$ cat config.mk
export PLATFORM = sky130hd
export DESIGN_NAME = pipeline_mem_access_stage
export DESIGN_NICKNAME = d
export VERILOG_FILES = /design/src/rtl/pipeline_mem_access_stage_pkg.sv /design/src/rtl/pipeline_mem_access_stage_mem_lane_aligner.sv /design/src/rtl/pipeline_mem_access_stage.sv
export SDC_FILE = /design/constraint.sdc
export NUM_CORES = 1
export LEC_CHECK = 0
export ABC_AREA = 1
export CORE_AREA = 5 5 134 136
export DETAILED_ROUTE_END_ITERATION = 6
export DIE_AREA = 0 0 139 141
export HOLD_SLACK_MARGIN = 0.15
export PLACE_DENSITY = 0.67
export SLEW_MARGIN = 20
export SYNTH_ARGS = -nofsm -noshare
export SYNTH_HDL_FRONTEND = slang
export SYNTH_SLANG_ARGS = --single-unit
$ cat constraint.sdc
create_clock -name clock -period 2.31 [get_ports clock]
set_input_delay 0.462 -clock clock [delete_from_list [all_inputs] [get_ports clock]]
set_output_delay 0.462 -clock clock [all_outputs]
set_load 0.02 [all_outputs]
$ cat src/rtl/pipeline_mem_access_stage_pkg.sv
// Shared types for the memory-access pipeline stage: access sizes, FSM states,
// the forwarding record and the lane-index width helper.
package pipeline_mem_access_stage_pkg;

  typedef enum logic [1:0] {
    SIZE_B = 2'd0,
    SIZE_H = 2'd1,
    SIZE_W = 2'd2,
    SIZE_D = 2'd3
  } mem_size_t;

  typedef enum logic [1:0] {
    ST_IDLE = 2'd0,
    ST_REQ  = 2'd1,
    ST_WAIT = 2'd2
  } mem_stage_state_t;

  // The record is sized for the widest supported configuration; stages slice it down.
  localparam int FWD_RD_MAX   = 16;
  localparam int FWD_DATA_MAX = 64;

  typedef struct packed {
    logic [FWD_RD_MAX-1:0]   rd;
    logic                    ready;
    logic [FWD_DATA_MAX-1:0] data;
  } fwd_rec_t;

  function automatic int LANE_BITS(input int dataWidth);
    return $clog2(dataWidth / 8);
  endfunction

endpackage

$ cat src/rtl/pipeline_mem_access_stage_mem_lane_aligner.sv
// Combinational lane steering: store byte enables and replicated store data,
// load extraction with sign/zero extension.
module mem_lane_aligner
  import pipeline_mem_access_stage_pkg::*;
#(
  parameter int DATA_WIDTH = 32,
  localparam int NB = DATA_WIDTH / 8,
  localparam int LB = LANE_BITS(DATA_WIDTH)
) (
  input  mem_size_t             size,
  input  logic                  isSigned,
  input  logic [LB-1:0]         laneOff,
  input  logic [DATA_WIDTH-1:0] storeData,
  input  logic [DATA_WIDTH-1:0] loadWord,
  output logic [NB-1:0]         byteStrobe,
  output logic [DATA_WIDTH-1:0] storeLanes,
  output logic [DATA_WIDTH-1:0] loadValue
);

  localparam int CW = LB + 2;
  localparam logic [1:0] MAX_SIZE = 2'(LB);

  logic [1:0]            sizeEff;
  logic [CW-1:0]         nBytes;
  logic [CW+2:0]         nBits;
  logic [DATA_WIDTH-1:0] shifted;
  logic                  signBit;

  // A doubleword request on a 32-bit port degrades to a full-word access.
  assign sizeEff = (size > MAX_SIZE) ? MAX_SIZE : size;
  assign nBytes  = CW'(1) << sizeEff;
  assign nBits   = {nBytes, 3'b000};
  assign shifted = loadWord >> {laneOff, 3'b000};

  always_comb begin
    signBit = shifted[DATA_WIDTH-1];
    case (sizeEff)
      2'd0:    signBit = shifted[7];
      2'd1:    signBit = shifted[15];
      2'd2:    signBit = shifted[31];
      default: signBit = shifted[DATA_WIDTH-1];
    endcase
  end

  genvar gi;
  generate
    for (gi = 0; gi < NB; gi++) begin : gLane
      logic [LB-1:0] srcIdx;
      assign byteStrobe[gi] = (CW'(gi) >= CW'(laneOff)) &&
                              (CW'(gi) < (CW'(laneOff) + nBytes));
      assign srcIdx = LB'(gi) & LB'(nBytes - 1'b1);
      assign storeLanes[8*gi +: 8] = storeData[{srcIdx, 3'b000} +: 8];
    end
    for (gi = 0; gi < DATA_WIDTH; gi++) begin : gExt
      assign loadValue[gi] = ((CW+3)'(gi) < nBits) ? shifted[gi] : (isSigned & signBit);
    end
  endgenerate

endmodule

$ cat src/rtl/pipeline_mem_access_stage.sv
// Memory stage between execute and writeback: req/gnt/rvalid port, upstream stall,
// registered writeback result and forwarding record. Option: MEM_ALIGN_TRAP_EN.
module pipeline_mem_access_stage
  import pipeline_mem_access_stage_pkg::*;
#(
  parameter int DATA_WIDTH = 32,
  parameter int ADDR_WIDTH = 32,
  parameter int RD_ID_W    = 5
) (
  input  logic                    clock,
  input  logic                    reset,
  input  logic                    in_valid,
  input  logic [ADDR_WIDTH-1:0]   in_pc,
  input  logic                    in_load,
  input  logic                    in_store,
  input  logic [1:0]              in_size,
  input  logic                    in_signed,
  input  logic [ADDR_WIDTH-1:0]   in_addr,
  input  logic [DATA_WIDTH-1:0]   in_wdata,
  input  logic [RD_ID_W-1:0]      in_rd,
  input  logic                    in_rd_we,
  input  logic                    in_rd_ready,
  input  logic [DATA_WIDTH-1:0]   in_rd_data,
  output logic                    stall,
  output logic                    mem_req,
  output logic                    mem_we,
  output logic [ADDR_WIDTH-1:0]   mem_addr,
  output logic [DATA_WIDTH/8-1:0] mem_wstrb,
  output logic [DATA_WIDTH-1:0]   mem_wdata,
  input  logic                    mem_gnt,
  input  logic                    mem_rvalid,
  input  logic [DATA_WIDTH-1:0]   mem_rdata,
  output logic                    out_valid,
  output logic [ADDR_WIDTH-1:0]   out_pc,
  output logic [RD_ID_W-1:0]      out_rd,
  output logic                    out_rd_ready,
  output logic [DATA_WIDTH-1:0]   out_rd_data,
  output logic [RD_ID_W-1:0]      fwd_rd,
  output logic                    fwd_ready,
  output logic [DATA_WIDTH-1:0]   fwd_data
`ifdef MEM_ALIGN_TRAP_EN
  ,
  output logic                    out_misalign
`endif
);

  localparam int LB = LANE_BITS(DATA_WIDTH);
  localparam int NB = DATA_WIDTH / 8;

  mem_stage_state_t      state;
  logic                  memOp;
  logic                  misalign;
  logic                  trap;
  logic                  issue;
  logic                  respond;
  logic                  accept;
  logic [LB-1:0]         rawOff;
  logic [LB-1:0]         alignMask;
  logic [LB-1:0]         laneOff;
  logic [NB-1:0]         byteStrobe;
  logic [DATA_WIDTH-1:0] storeLanes;
  logic [DATA_WIDTH-1:0] loadValue;
  logic [RD_ID_W-1:0]    resRd;
  logic                  resReady;
  logic [DATA_WIDTH-1:0] resData;
  fwd_rec_t              fwdRec;
  logic                  unusedFwdBits;

  assign rawOff    = in_addr[LB-1:0];
  assign alignMask = LB'((1 << in_size) - 1);

`ifdef MEM_ALIGN_TRAP_EN
  assign misalign = (rawOff & alignMask) != '0;
  assign laneOff  = rawOff;
`else
  assign misalign = 1'b0;
  assign laneOff  = rawOff & ~alignMask;
`endif

  assign memOp   = in_valid & (in_load | in_store);
  assign trap    = memOp & misalign;
  assign issue   = memOp & ~misalign;
  assign respond = (state == ST_WAIT) & mem_rvalid;
  // A result is taken either straight from execute or when the memory responds.
  assign accept  = ((state == ST_IDLE) & in_valid & ~issue) | respond;

  // Reset is gated in so a request is withdrawn in the very cycle reset is seen.
  assign mem_req = ~reset & (((state == ST_IDLE) & issue) | (state == ST_REQ));
  assign stall   = ~reset & (((state == ST_IDLE) & issue) | (state == ST_REQ) |
                             ((state == ST_WAIT) & ~mem_rvalid));

  assign mem_we    = in_store;
  assign mem_addr  = {in_addr[ADDR_WIDTH-1:LB], {LB{1'b0}}};
  assign mem_wstrb = in_store ? byteStrobe : '0;
  assign mem_wdata = storeLanes;

  mem_lane_aligner #(
    .DATA_WIDTH(DATA_WIDTH)
  ) laneAligner (
    .size      (mem_size_t'(in_size)),
    .isSigned  (in_signed),
    .laneOff   (laneOff),
    .storeData (in_wdata),
    .loadWord  (mem_rdata),
    .byteStrobe(byteStrobe),
    .storeLanes(storeLanes),
    .loadValue (loadValue)
  );

  always_comb begin
    resRd    = '0;
    resReady = 1'b1;
    resData  = '0;
    if (!trap && in_rd_we) begin
      resRd = in_rd;
      if (in_load) begin
        resData = loadValue;
      end else if (!in_store) begin
        resReady = in_rd_ready;
        resData  = in_rd_data;
      end
    end
  end

  always_ff @(posedge clock) begin
    if (reset) begin
      state        <= ST_IDLE;
      out_valid    <= 1'b0;
      out_pc       <= '0;
      out_rd       <= '0;
      out_rd_ready <= 1'b1;
      out_rd_data  <= '0;
`ifdef MEM_ALIGN_TRAP_EN
      out_misalign <= 1'b0;
`endif
    end else begin
      case (state)
        ST_IDLE: if (issue) state <= mem_gnt ? ST_WAIT : ST_REQ;
        ST_REQ:  if (mem_gnt) state <= ST_WAIT;
        ST_WAIT: if (mem_rvalid) state <= ST_IDLE;
        default: state <= ST_IDLE;
      endcase

      out_valid <= accept;
      if (accept) begin
        out_pc       <= in_pc;
        out_rd       <= resRd;
        out_rd_ready <= resReady;
        out_rd_data  <= resData;
      end else begin
        out_rd       <= '0;
        out_rd_ready <= 1'b1;
        out_rd_data  <= '0;
      end
`ifdef MEM_ALIGN_TRAP_EN
      out_misalign <= accept & trap;
`endif
    end
  end

  // Bubbles present a neutral record so hazard logic never matches them.
  always_comb begin
    fwdRec       = '0;
    fwdRec.ready = 1'b1;
    if (out_valid) begin
      fwdRec.rd    = FWD_RD_MAX'(out_rd);
      fwdRec.ready = out_rd_ready;
      fwdRec.data  = FWD_DATA_MAX'(out_rd_data);
    end
  end

  assign fwd_rd        = fwdRec.rd[RD_ID_W-1:0];
  assign fwd_ready     = fwdRec.ready;
  assign fwd_data      = fwdRec.data[DATA_WIDTH-1:0];
  assign unusedFwdBits = ^fwdRec;

endmodule
Yosys cells after proc, flatten, opt, wreduce, memory -nomap -nowiden
Index checks and enable logic that the tools add are counted.

storage, ports and cells
  flip-flop bits (word level) = 73
  input bits = 177
  output and inout bits = 180

cells by class
  add/subtract/negate cells = 3
  magnitude comparators = 40
  eq/ne operators = 6
  shift-type cells = 6
  multiplexer cells = 43
  bitwise operators = 20
  reductions and logical operators = 8

operator list
  operator            number
  $lt 5x7->1 const A  16
  $mux 70             1
  $mux 32             2
  $shiftx 32x6->8     2
  $lt 4x7->1 const A  8
  $mux 1              32
  $shiftx 32x5->8     1
  $shr 32x5->32       1
  $lt 3x7->1 const A  4
  $lt 1x7->1 const A  2
  $lt 2x7->1 const A  2
  $mux 2              5
  $and 1x1->1         9
  $lt 1x4->1 const A  2
  $lt 2x4->1 const A  2
  $ne 2x2->1 const B  3
  $pmux 2 s3          1
  $not 1->1           5
  $reduce_or 5->1     1
  $add 2x4->4         1
  $eq 2x1->1 const B  2
  $ge 1x2->1 const A  2
  $logic_not 2->1     2
  $mux 4              1
  14 further kinds    19

Longest topological paths before layout
Gate-level depths: netlist of the first run.

  word-level depth = 9
  gate-level depth with buffers = 12

Hierarchy
A second synthesis of the first run with hierarchy kept.

second synthesis, totals
  cells, all modules = 727
  area, all modules = 4551.9 um^2

modules (own cells, without submodules)
  module                     times used  cells an instance  area an instance (um^2)  seq. area each (um^2)
  pipeline_mem_access_stage  1           484                3385.7                   1461.4
  mem_lane_aligner           1           243                1166.1                   0.0

Worst setup path before layout of the first run
No wires, ideal clock.

  path kind = input -> output
  start = input port in_size[0]
  end = output port mem_wstrb[2]
  arrival = 1.819 ns
  path slack = 0.029 ns
  cell stages on the path = 12
  buffers on the path = 2
  cell sequence = nor2_4 nand2_2 inv_2 buf_4 buf_6 ha_1 inv_1 nand2_1 nand2_1 o21ai_0 inv_1 a21oi_1

on the way
  word-level cells in the longest chain between the ends = 8
  elaborated cells on any way between the ends = 12
  classes of those cells = add/sub (2); order compare (3); shift (2); mux (2); bitwise (2); reduce/logical (1)

RTL lines
  element              line                                              RTL
  start, declared      pipeline_mem_access_stage.sv:16                   input logic [1:0] in_size,
  $shl 1x2->2          pipeline_mem_access_stage.sv:70                   assign alignMask = LB'((1 << in_size) - 1);
  $sub 2x2->2          pipeline_mem_access_stage.sv:70
  $not 2->2            pipeline_mem_access_stage.sv:77                   assign laneOff = rawOff & ~alignMask;
  $and 2x2->2          pipeline_mem_access_stage.sv:77
  $add 2x4->4          pipeline_mem_access_stage_mem_lane_aligner.sv:50  (CW'(gi) < (CW'(laneOff) + nBytes));
  $lt 2x4->1           pipeline_mem_access_stage_mem_lane_aligner.sv:50
  $logic_and 1x1->1 *  pipeline_mem_access_stage_mem_lane_aligner.sv:49  assign byteStrobe[gi] = (CW'(gi) >= CW'(laneOff)) &&
  $mux 4 *             pipeline_mem_access_stage.sv:94                   assign mem_wstrb = in_store ? byteStrobe : '0;
  end, declared        pipeline_mem_access_stage.sv:28                   output logic [DATA_WIDTH/8-1:0] mem_wstrb,

Every way passes the cells marked *; elsewhere a longest branch is shown, timed or not.

Worst setup path after layout of the first run
  start = input port in_size[1]
  end = output port mem_wstrb[1]

on the way
  word-level cells in the longest chain between the ends = 8
  elaborated cells on any way between the ends = 12
  classes of those cells = add/sub (2); order compare (3); shift (2); mux (2); bitwise (2); reduce/logical (1)

RTL lines
  element              line
  $shl 1x2->2          pipeline_mem_access_stage.sv:70
  $sub 2x2->2          pipeline_mem_access_stage.sv:70
  $not 2->2            pipeline_mem_access_stage.sv:77
  $and 2x2->2          pipeline_mem_access_stage.sv:77
  $add 2x4->4          pipeline_mem_access_stage_mem_lane_aligner.sv:50
  $lt 1x4->1           pipeline_mem_access_stage_mem_lane_aligner.sv:50
  $logic_and 1x1->1 *  pipeline_mem_access_stage_mem_lane_aligner.sv:49
  $mux 4 *             pipeline_mem_access_stage.sv:94

Marked as above.

==> impl_metrics.py, run 1 <==
metrics = {
    "routing": {
        "routed_wl_um": 17900,
        "top_layer": "met4",
        "viasPerCell": 4.30,
        "ant_nets": 0,
        "dr_wl_met3_um": 1710,
        "drtIter0Drc": 207,
        "wl_per_cell_um": 15.1,
        "vias": 5102,
        "drc": 0,
        "wl_met1_um": 6840,
        "dr.pass1.iters": 4,
        "wl_met2_um": 8900,
    },
    "power": {
        "seqPwrFrac_pct": 35.6,
        "p_per_area_mw_per_mm2": 483,
        "switching_share_pct": 27.4,
        "pwr-share-clk_pct": 36.9,
        "power_switching_mw": 1.04,
        "vdd.ir_drop.worst_v": 0.000249,
        "power_leakage_nw": 3.79,
        "pwr-share-comb_pct": 27.5,
        "p_int_mw": 2.75,
    },
    "die": {
        "die-height_um": 141,
        "start_util_pct": 25.2,
        "dieArea_mm2": 0.0196,
        "die_x_um": 139,
        "core-area_mm2": 0.0168,
        "io_pins": 357,
        "rows": 48,
    },
    "worst_setup_path": {
        "cp-start-kind": "primary input",
        "crit_buf_inv": 5,
        "worstSetupPathDepth": 10,
        "required_ns": 1.85,
        "path_max_fanout": 3,
        "worst_path_largest_cell_delay_ns": 0.30,
        "path_common_cell": "buf_6",
        "slowest_stage": "o211ai_1",
        "reg2reg_depth": 10,
        "cp.arrival_ns": 1.89,
        "path_cells": "buf_8 -> buf_6 -> nor2_4 -> nor2_2 -> a21oi_2 -> ha_4 -> buf_4 -> o211ai_1 -> inv_1 -> buf_6",
        "endpoint_kind": "output port",
        "cp_top_family": "buffers and inverters",
        "path_class": "in2out",
    },
    "sta": {
        "period_needed_ns": 2.35,
        "finClkSkew_ns": 0.00563,
        "finalMaxSlewViolations": 0,
        "setup_violations": 1,
        "rsz0062_at_grt": "yes",
        "worst_slack_ns": -0.0422,
        "finalHoldViolations": 0,
        "finalCritPeriodShare_pct": 102,
        "fmax_mhz": 425,
        "timing.hold.ws_ns": 0.512,
    },
    "final_layout": {
        "num-fill-cells": 1708,
        "final_common_cell": "clkdlybuf4s50_1",
        "area_growth_pct": 85.1,
        "n_antenna_cell": 0,
        "layout-drive-gt1-share_pct": 12.7,
        "finalNetCount": 1136,
        "regArea_mm2": 0.00146,
        "final_util_pct": 46.6,
        "multi_input_area_mm2": 0.00203,
        "layout_common_cells": "clkdlybuf4s50_1 (258), nand2_1 (214), nor2_1 (89)",
    },
    "outcome": {
        "violations": "setup timing",
        "status": "finished, violations left",
    },
    "grt": {
        "grt-ovfl-total": 0,
        "grt_pass1_vias": 5161,
        "grtUsageTotal_pct": 17.6,
        "antenna_found_initial": 0,
        "grt_max_degree": 40,
        "grt_pass1_wl_um": 27100,
    },
    "cts": {
        "cts_tree": "yes",
        "clkTransAtPathRegs_ns": 0.05,
        "clock_latency_ns": 0.33,
        "cts.sinks": 73,
        "htreeDepth": 3,
        "cts_buffer_depth": 2,
        "numCtsBuffers": 9,
        "ctsHoldBuffers": 0,
        "cts_root_buf": "clkbuf_16",
    },
    "placement": {
        "portBuffers": 294,
        "place.gp.congestion": 0.829,
        "place_hpwl_um": 14900,
    },
    "worst_hold_path": {
        "whs_path_depth": 2,
        "min_path_type": "reg2reg",
    },
    "yosys": {
        "synth_seq_cells": 73,
        "syn_area_mm2": 0.00423,
        "yosysWarnings": 0,
        "syn_inst": 672,
        "synth_cell_type_count": 32,
        "ys_seq_area_share_pct": 34.5,
        "syn_avg_cell_area_um2": 6.30,
    },
    "flow_run": {
        "cap_violations": 0,
    },
}
[per-stage QoR]
| step | instances | worst slack (ns) | total power [mW] | cell area, µm² | setup TNS (ns) |
|---|---|---|---|---|---|
| detailed placement | 1166 | -0.841 | 2.41 | 7410 | -16.79 |
| finish | 1187 | -0.0422 | 3.78 | 7830 | -0.0422 |
| global route | 1187 | -0.0985 | 3.97 | 7830 | -0.191 |
| floorplan | 673 | 0.0287 | 1.88 | 4230 | 0 |
| global placement | 1166 | -0.808 | 2.41 | 7410 | -16.18 |
| CTS | 1186 | -0.0380 | 3.84 | 7770 | -0.0380 |
[power by group through the flow]
stage | logic, mW | registers, mW | clock network [mW]
after global routing | 1.12 | 1.35 | 1.50
after CTS | 1.04 | 1.35 | 1.46
after global placement | 1.04 | 1.37 | 0
after floorplan | 0.439 | 1.44 | 0
final | 1.04 | 1.35 | 1.40
after detailed placement | 1.04 | 1.37 | 0
[flip-flops by register name (all words and copies together) (netlist names)]
signal / cells
out_pc: 32
out_rd_data: 32
out_rd: 5
state: 2
out_rd_ready: 1
out_valid: 1
[synthesized netlist by cell type (all sizes together)]
| master | n | area share [%] |
|---|---|---|
| nand2 | 219 | 20 |
| clkbuf | 14 | 1.2 |
| nor2 | 95 | 9.0 |
| dfxtp | 73 | 35 |
| a21oi | 6 | 0.71 |
| a21boi | 1 | 0.18 |
| a31oi | 3 | 0.44 |
| nand4 | 2 | 0.44 |
| nor3 | 2 | 0.24 |
| or2 | 1 | 0.15 |
| conb | 1 | 0.089 |
| o21ai | 70 | 8.3 |
| ha | 1 | 0.30 |
| o22ai | 11 | 1.6 |
| o211ai | 1 | 0.18 |
| nand3 | 28 | 4.7 |
| o31ai | 1 | 0.18 |
| inv | 80 | 7.1 |
| buf | 62 | 11 |
| o2111ai | 1 | 0.21 |
[kinds of logic (layout without fill, tap and decap cells)]
| kind of cell | count (synthesis) | after routing | share of synthesized area [%] |
|---|---|---|---|
| adders and majority gates | 1 | 1 | 0.296 |
| and+or+nand+nor | 347 | 347 | 34.3 |
| other | 1 | 2 | 0.0886 |
| AOI/OAI and AO/OA | 94 | 94 | 11.8 |
| buffers and inverters | 156 | 445 | 19.0 |
| DFF | 73 | 73 | 34.5 |
[tightest hold or removal path, stage by stage (launching register included)]
cell and delay [ns]:
dfxtp_1 0.32, o21ai_0 0.08, nor2_1 0.08
[what timing repair did]
item,CTS,global route
resized for setup,80,17
pin swaps,9,5
buffers inserted,6,1
endpoints found under the setup margin,31,9
[per-layer routing]
layer	global-route usage [%]	vias up
li1	-	2596
met1	18.2	2211
met2	32.6	251
met3	6.89	44
met4	5.82	0
met5	0	-
[area by class of cell]
cell class	count	area share, %
sequential	73	18.7
timing repair buffer	350	44.2
tap	225	3.60
clock inverter	2	0.479
inverter	80	3.87
clock buffer	13	3.32
multi-input combinational	444	25.9
[final timing paths]
path	from	to	slack (ns)
max	in_size[1]	mem_wstrb[1]	-0.04
max reg2reg	state[1]	out_rd_data[18]	0.84
min	out_pc[27]	out_pc[27]	0.51
min reg2reg	out_pc[27]	out_pc[27]	0.51
No activity file was read; power rests on OpenSTA's default activity.
==> inputs of run 2 (changes only) <==
RECOVER_POWER = 50   (was unset)
SLEW_MARGIN = 0   (was 20)
clock period = 2.56 ns   (was 2.31 ns; I/O delays follow)
==> impl_metrics.py, run 2 (same netlist as run 1, synthesis figures left out) <==
metrics = {
    "final_layout": {
        "layout-drive-gt1-share_pct": 11.3,
        "n_antenna_cell": 0,
        "final_common_cell": "nand2_1",
        "finalNetCount": 1128,
        "area_growth_pct": 81.6,
        "top_regs": "out_pc: 32 flops, out_rd_data: 32 flops, out_rd: 5 flops",
        "design_area_mm2": 0.00768,
        "layout_common_cells": "nand2_1 (215), clkdlybuf4s50_1 (194), nor2_1 (90)",
        "num-fill-cells": 1724,
        "final_util_pct": 45.7,
    },
    "die": {
        "die-height_um": 141,
        "rows": 48,
        "dieArea_mm2": 0.0196,
        "core-area_mm2": 0.0168,
        "start_util_pct": 25.2,
        "die_x_um": 139,
        "io_pins": 357,
    },
    "grt": {
        "grt_pass1_wl_um": 27300,
        "grt_max_degree": 40,
        "grt_pass1_vias": 5202,
        "antenna_found_initial": 0,
        "grt-ovfl-total": 0,
        "grtUsageTotal_pct": 17.5,
    },
    "sta": {
        "worst_pin_slew_ns": 0.532,
        "fmax_mhz": 403,
        "finalMaxSlewViolations": 0,
        "timing.hold.ws_ns": 0.509,
        "finalHoldViolations": 0,
        "finClkSkew_ns": 0.00407,
        "period_needed_ns": 2.48,
        "setup_violations": 0,
        "slew_headroom_pct": 64.6,
        "finalCritPeriodShare_pct": 97.0,
    },
    "worst_setup_path": {
        "cp.arrival_ns": 1.97,
        "path_class": "in2out",
        "reg2reg_depth": 7,
        "r2r_start": "state[1]",
        "endpoint_kind": "output port",
        "cp-start-kind": "primary input",
        "rrSetupSlack_ns": 0.98,
        "worstReg2RegEnd": "out_pc[19]",
        "required_ns": 2.05,
        "path_max_fanout": 2,
    },
    "worst_hold_path": {
        "min_path_type": "reg2reg",
        "hold_path.startpoint": "out_pc[9]",
        "whs_path_depth": 2,
        "min_to": "out_pc[9]",
    },
    "placement": {
        "place_hpwl_um": 14800,
        "place.gp.congestion": 0.853,
        "dpl-instance-area_mm2": 0.00732,
        "portBuffers": 294,
    },
    "routing": {
        "dr.pass1.iters": 4,
        "wl_per_cell_um": 15.0,
        "vias": 5084,
        "drc": 0,
        "ant_nets": 0,
        "viasPerCell": 4.31,
        "routed_wl_um": 17700,
        "drtIter0Drc": 219,
    },
    "cts": {
        "cts_root_buf": "clkbuf_16",
        "clock_latency_ns": 0.33,
        "cts_buffer_depth": 2,
        "clkTransAtPathRegs_ns": 0.05,
        "htreeDepth": 3,
        "cts_tree": "yes",
        "cts.sinks": 73,
        "numCtsBuffers": 9,
        "ctsHoldBuffers": 0,
    },
    "power": {
        "vdd.ir_drop.worst_v": 0.000208,
        "power_leakage_nw": 3.91,
        "p_per_area_mw_per_mm2": 442,
    },
    "flow_run": {
        "cap_violations": 0,
    },
    "outcome": {
        "status": "finished, final reports clean",
    },
}
## run 2: how the worst max path moves through the flow
stage | startpoint | end | slack, ns | cells past startpoint
floorplan | in_size[0] | mem_wstrb[2] | 0.18 | 12
global placement | in_size[1] | mem_wstrb[2] | -0.66 | 13
detailed placement | in_size[1] | mem_wstrb[2] | -0.64 | 13
CTS | in_size[1] | mem_wstrb[0] | 0.003 | 14
global route | in_addr[1] | mem_wstrb[1] | -0.05 | 14
finish | in_wdata[5] | mem_wdata[21] | 0.08 | 4
## run 2: repair_timing
item,in CTS,in global routing
endpoints found under the setup margin,30,8
gates resized for setup,63,13
pin swaps,4,6
buffers inserted,5,0
## run 2: where the power goes
part | total [mW] | leakage (nW) | switching [mW] | internal [mW]
Sequential | 1.21 | 0.594 | 0.0226 | 1.19
Clock | 1.28 | 0.149 | 0.474 | 0.808
Combinational | 0.901 | 3.17 | 0.447 | 0.454
Total | 3.39 | 3.91 | 0.943 | 2.45
## run 2: layout make-up
type	instances	area, µm²	share of cell area (%)
inverter	80	300	3.91
sequential	73	1460	19.0
timing repair buffer	342	3320	43.2
clock buffer	12	256	3.34
tap	225	282	3.67
clock inverter	4	51.3	0.668
multi-input combinational	444	2010	26.2
## run 2: metrics by stage
| step | setup slack, ns | cells | TNS [ns] | power, mW |
|---|---|---|---|---|
| 3_3_place_gp | -0.662 | 1159 | -10.67 | 2.16 |
| 3_5_place_dp | -0.645 | 1159 | -11.11 | 2.16 |
| 6_report | 0.0764 | 1180 | 0 | 3.39 |
| 4_1_cts | 0.00310 | 1180 | 0 | 3.47 |
| 5_1_grt | -0.0469 | 1180 | -0.0943 | 3.57 |
| 2_1_floorplan | 0.179 | 673 | 0 | 1.69 |
## run 2: layer usage
layer  global-route usage [%]  vias up  wire, µm
met5                        0        -         0
met4                     6.95        0       545
met3                     6.58       49      1690
met2                     31.3      245      8660
met1                     18.7     2213      6790
li1                         -     2577         -
## run 2: worst max-delay path: stages
cell,delay (ns)
clkdlybuf4s50_1,0.53
inv_1,0.10
o21ai_0,0.19
clkdlybuf4s50_1,0.64
==> inputs of run 3 (changes only) <==
CAP_MARGIN = 10   (was unset)
RECOVER_POWER = unset   (was 50)
==> impl_metrics.py, run 3 (same netlist as run 1, synthesis figures left out) <==
metrics = {
    "outcome": {
        "status": "finished, final reports clean",
    },
    "final_layout": {
        "layout_common_cells": "clkdlybuf4s50_1 (264), nand2_1 (215), nor2_1 (88)",
        "design_area_mm2": 0.00769,
        "final_common_cell": "clkdlybuf4s50_1",
        "n_antenna_cell": 0,
        "area_growth_pct": 81.8,
        "layout-drive-gt1-share_pct": 11.6,
        "finalNetCount": 1128,
        "top_regs": "out_pc: 32 flops, out_rd_data: 32 flops, out_rd: 5 flops",
        "fin_cells": 1180,
    },
    "cts": {
        "cts_buffer_depth": 2,
        "cts_root_buf": "clkbuf_16",
        "clkTransAtPathRegs_ns": 0.06,
        "cts.sinks": 73,
        "numCtsBuffers": 9,
        "cts_tree": "yes",
        "ctsHoldBuffers": 0,
        "htreeDepth": 3,
        "clock_latency_ns": 0.33,
    },
    "sta": {
        "fmax_mhz": 404,
        "finalHoldViolations": 0,
        "setup_violations": 0,
        "period_needed_ns": 2.47,
        "finalMaxSlewViolations": 0,
        "finClkSkew_ns": 0.00477,
        "setup_tns_ns": 0,
        "finalCritPeriodShare_pct": 96.6,
    },
    "worst_setup_path": {
        "cp-start-kind": "primary input",
        "reg2reg_depth": 10,
        "endpoint_kind": "output port",
        "r2r_start": "state[1]",
        "path_class": "in2out",
        "worstReg2RegEnd": "out_rd_data[18]",
        "path_max_fanout": 2,
        "required_ns": 2.05,
        "cp.arrival_ns": 1.96,
        "rrSetupSlack_ns": 1.04,
    },
    "grt": {
        "grt-ovfl-total": 0,
        "grtUsageTotal_pct": 17.5,
        "grt_pass1_vias": 5202,
        "grt_pass1_wl_um": 27300,
        "grt_max_degree": 40,
        "antenna_found_initial": 0,
    },
    "power": {
        "seqPwrFrac_pct": 35.5,
        "power.total_mw": 3.42,
        "pwr-share-comb_pct": 27.0,
        "switching_share_pct": 27.7,
        "power_leakage_nw": 3.70,
        "p_int_mw": 2.47,
        "vdd.ir_drop.worst_v": 0.000210,
        "p_per_area_mw_per_mm2": 444,
        "pwr-share-clk_pct": 37.5,
        "power_switching_mw": 0.945,
    },
    "flow_run": {
        "cap_violations": 0,
    },
    "routing": {
        "routed_wl_um": 17700,
        "wl_per_cell_um": 15.0,
        "ant_nets": 0,
        "viasPerCell": 4.31,
        "vias": 5080,
        "drc": 0,
        "drtIter0Drc": 191,
        "dr.pass1.iters": 5,
    },
    "die": {
        "die-height_um": 141,
        "die_x_um": 139,
        "core-area_mm2": 0.0168,
        "io_pins": 357,
        "dieArea_mm2": 0.0196,
        "start_util_pct": 25.2,
        "rows": 48,
    },
    "placement": {
        "place.gp.congestion": 0.853,
        "place_hpwl_um": 14800,
        "dpl-instance-area_mm2": 0.00732,
        "dp_cells": 1159,
        "portBuffers": 294,
    },
    "worst_hold_path": {
        "min_path_type": "reg2reg",
        "hold_path.startpoint": "out_pc[27]",
        "min_to": "out_pc[27]",
        "whs_path_depth": 2,
    },
}
run 3: worst max-delay path, cell delays in order:
cell             delay (ns)
clkdlybuf4s50_1        0.52
inv_1                  0.09
o21ai_0                0.19
clkdlybuf4s50_1        0.64
run 3: layer usage:
layer | up-vias | wire length [µm] | GRT usage (%)
met1 | 2197 | 6770 | 18.7
li1 | 2577 | - | -
met4 | 0 | 551 | 6.95
met2 | 255 | 8660 | 31.3
met5 | - | 0 | 0
met3 | 51 | 1710 | 6.58
run 3: power groups by stage:
| stage | Sequential, mW | Clock, mW | Combinational [mW] |
|---|---|---|---|
| global route | 1.22 | 1.38 | 0.996 |
| finish | 1.21 | 1.28 | 0.921 |
| global placement | 1.24 | 0 | 0.925 |
| floorplan | 1.30 | 0 | 0.396 |
| CTS | 1.21 | 1.34 | 0.921 |
| detailed placement | 1.24 | 0 | 0.926 |
run 3: stage by stage:
| step | util [%] | hold WS, ns | setup WS (ns) |
|---|---|---|---|
| 2_1_floorplan | - | 0.525 | 0.179 |
| 3_3_place_gp | 43.5 | 0.494 | -0.662 |
| 3_5_place_dp | 43.5 | 0.499 | -0.645 |
| 4_1_cts | 45.5 | 0.517 | 0.00310 |
| 5_1_grt | 45.7 | 0.540 | -0.0469 |
| 6_report | 45.7 | 0.515 | 0.0860 |
run 3: timing repair:
item | in CTS | in global routing
setup buffers | 5 | 0
pin swaps | 4 | 6
setup endpoints to repair | 30 | 8
gates resized for setup | 63 | 13
run 3: final cells by class:
| cell class | instances | area, µm² |
|---|---|---|
| Clock buffer | 12 | 256 |
| Clock inverter | 4 | 51.3 |
| Fill cell | 1724 | 9120 |
| Inverter | 80 | 300 |
| Multi-Input combinational cell | 444 | 2020 |
| Sequential cell | 73 | 1460 |
| Tap cell | 225 | 282 |
| Timing Repair Buffer | 342 | 3320 |
run 3: how the worst max path moves through the flow:
stage | end | slack, ns | cells past startpoint | start
after floorplan | mem_wstrb[2] | 0.18 | 12 | in_size[0]
after global placement | mem_wstrb[2] | -0.66 | 13 | in_size[1]
after detailed placement | mem_wstrb[2] | -0.64 | 13 | in_size[1]
after CTS | mem_wstrb[0] | 0.003 | 14 | in_size[1]
final | mem_wdata[21] | 0.09 | 4 | in_wdata[5]
after global routing | mem_wstrb[1] | -0.05 | 14 | in_addr[1]
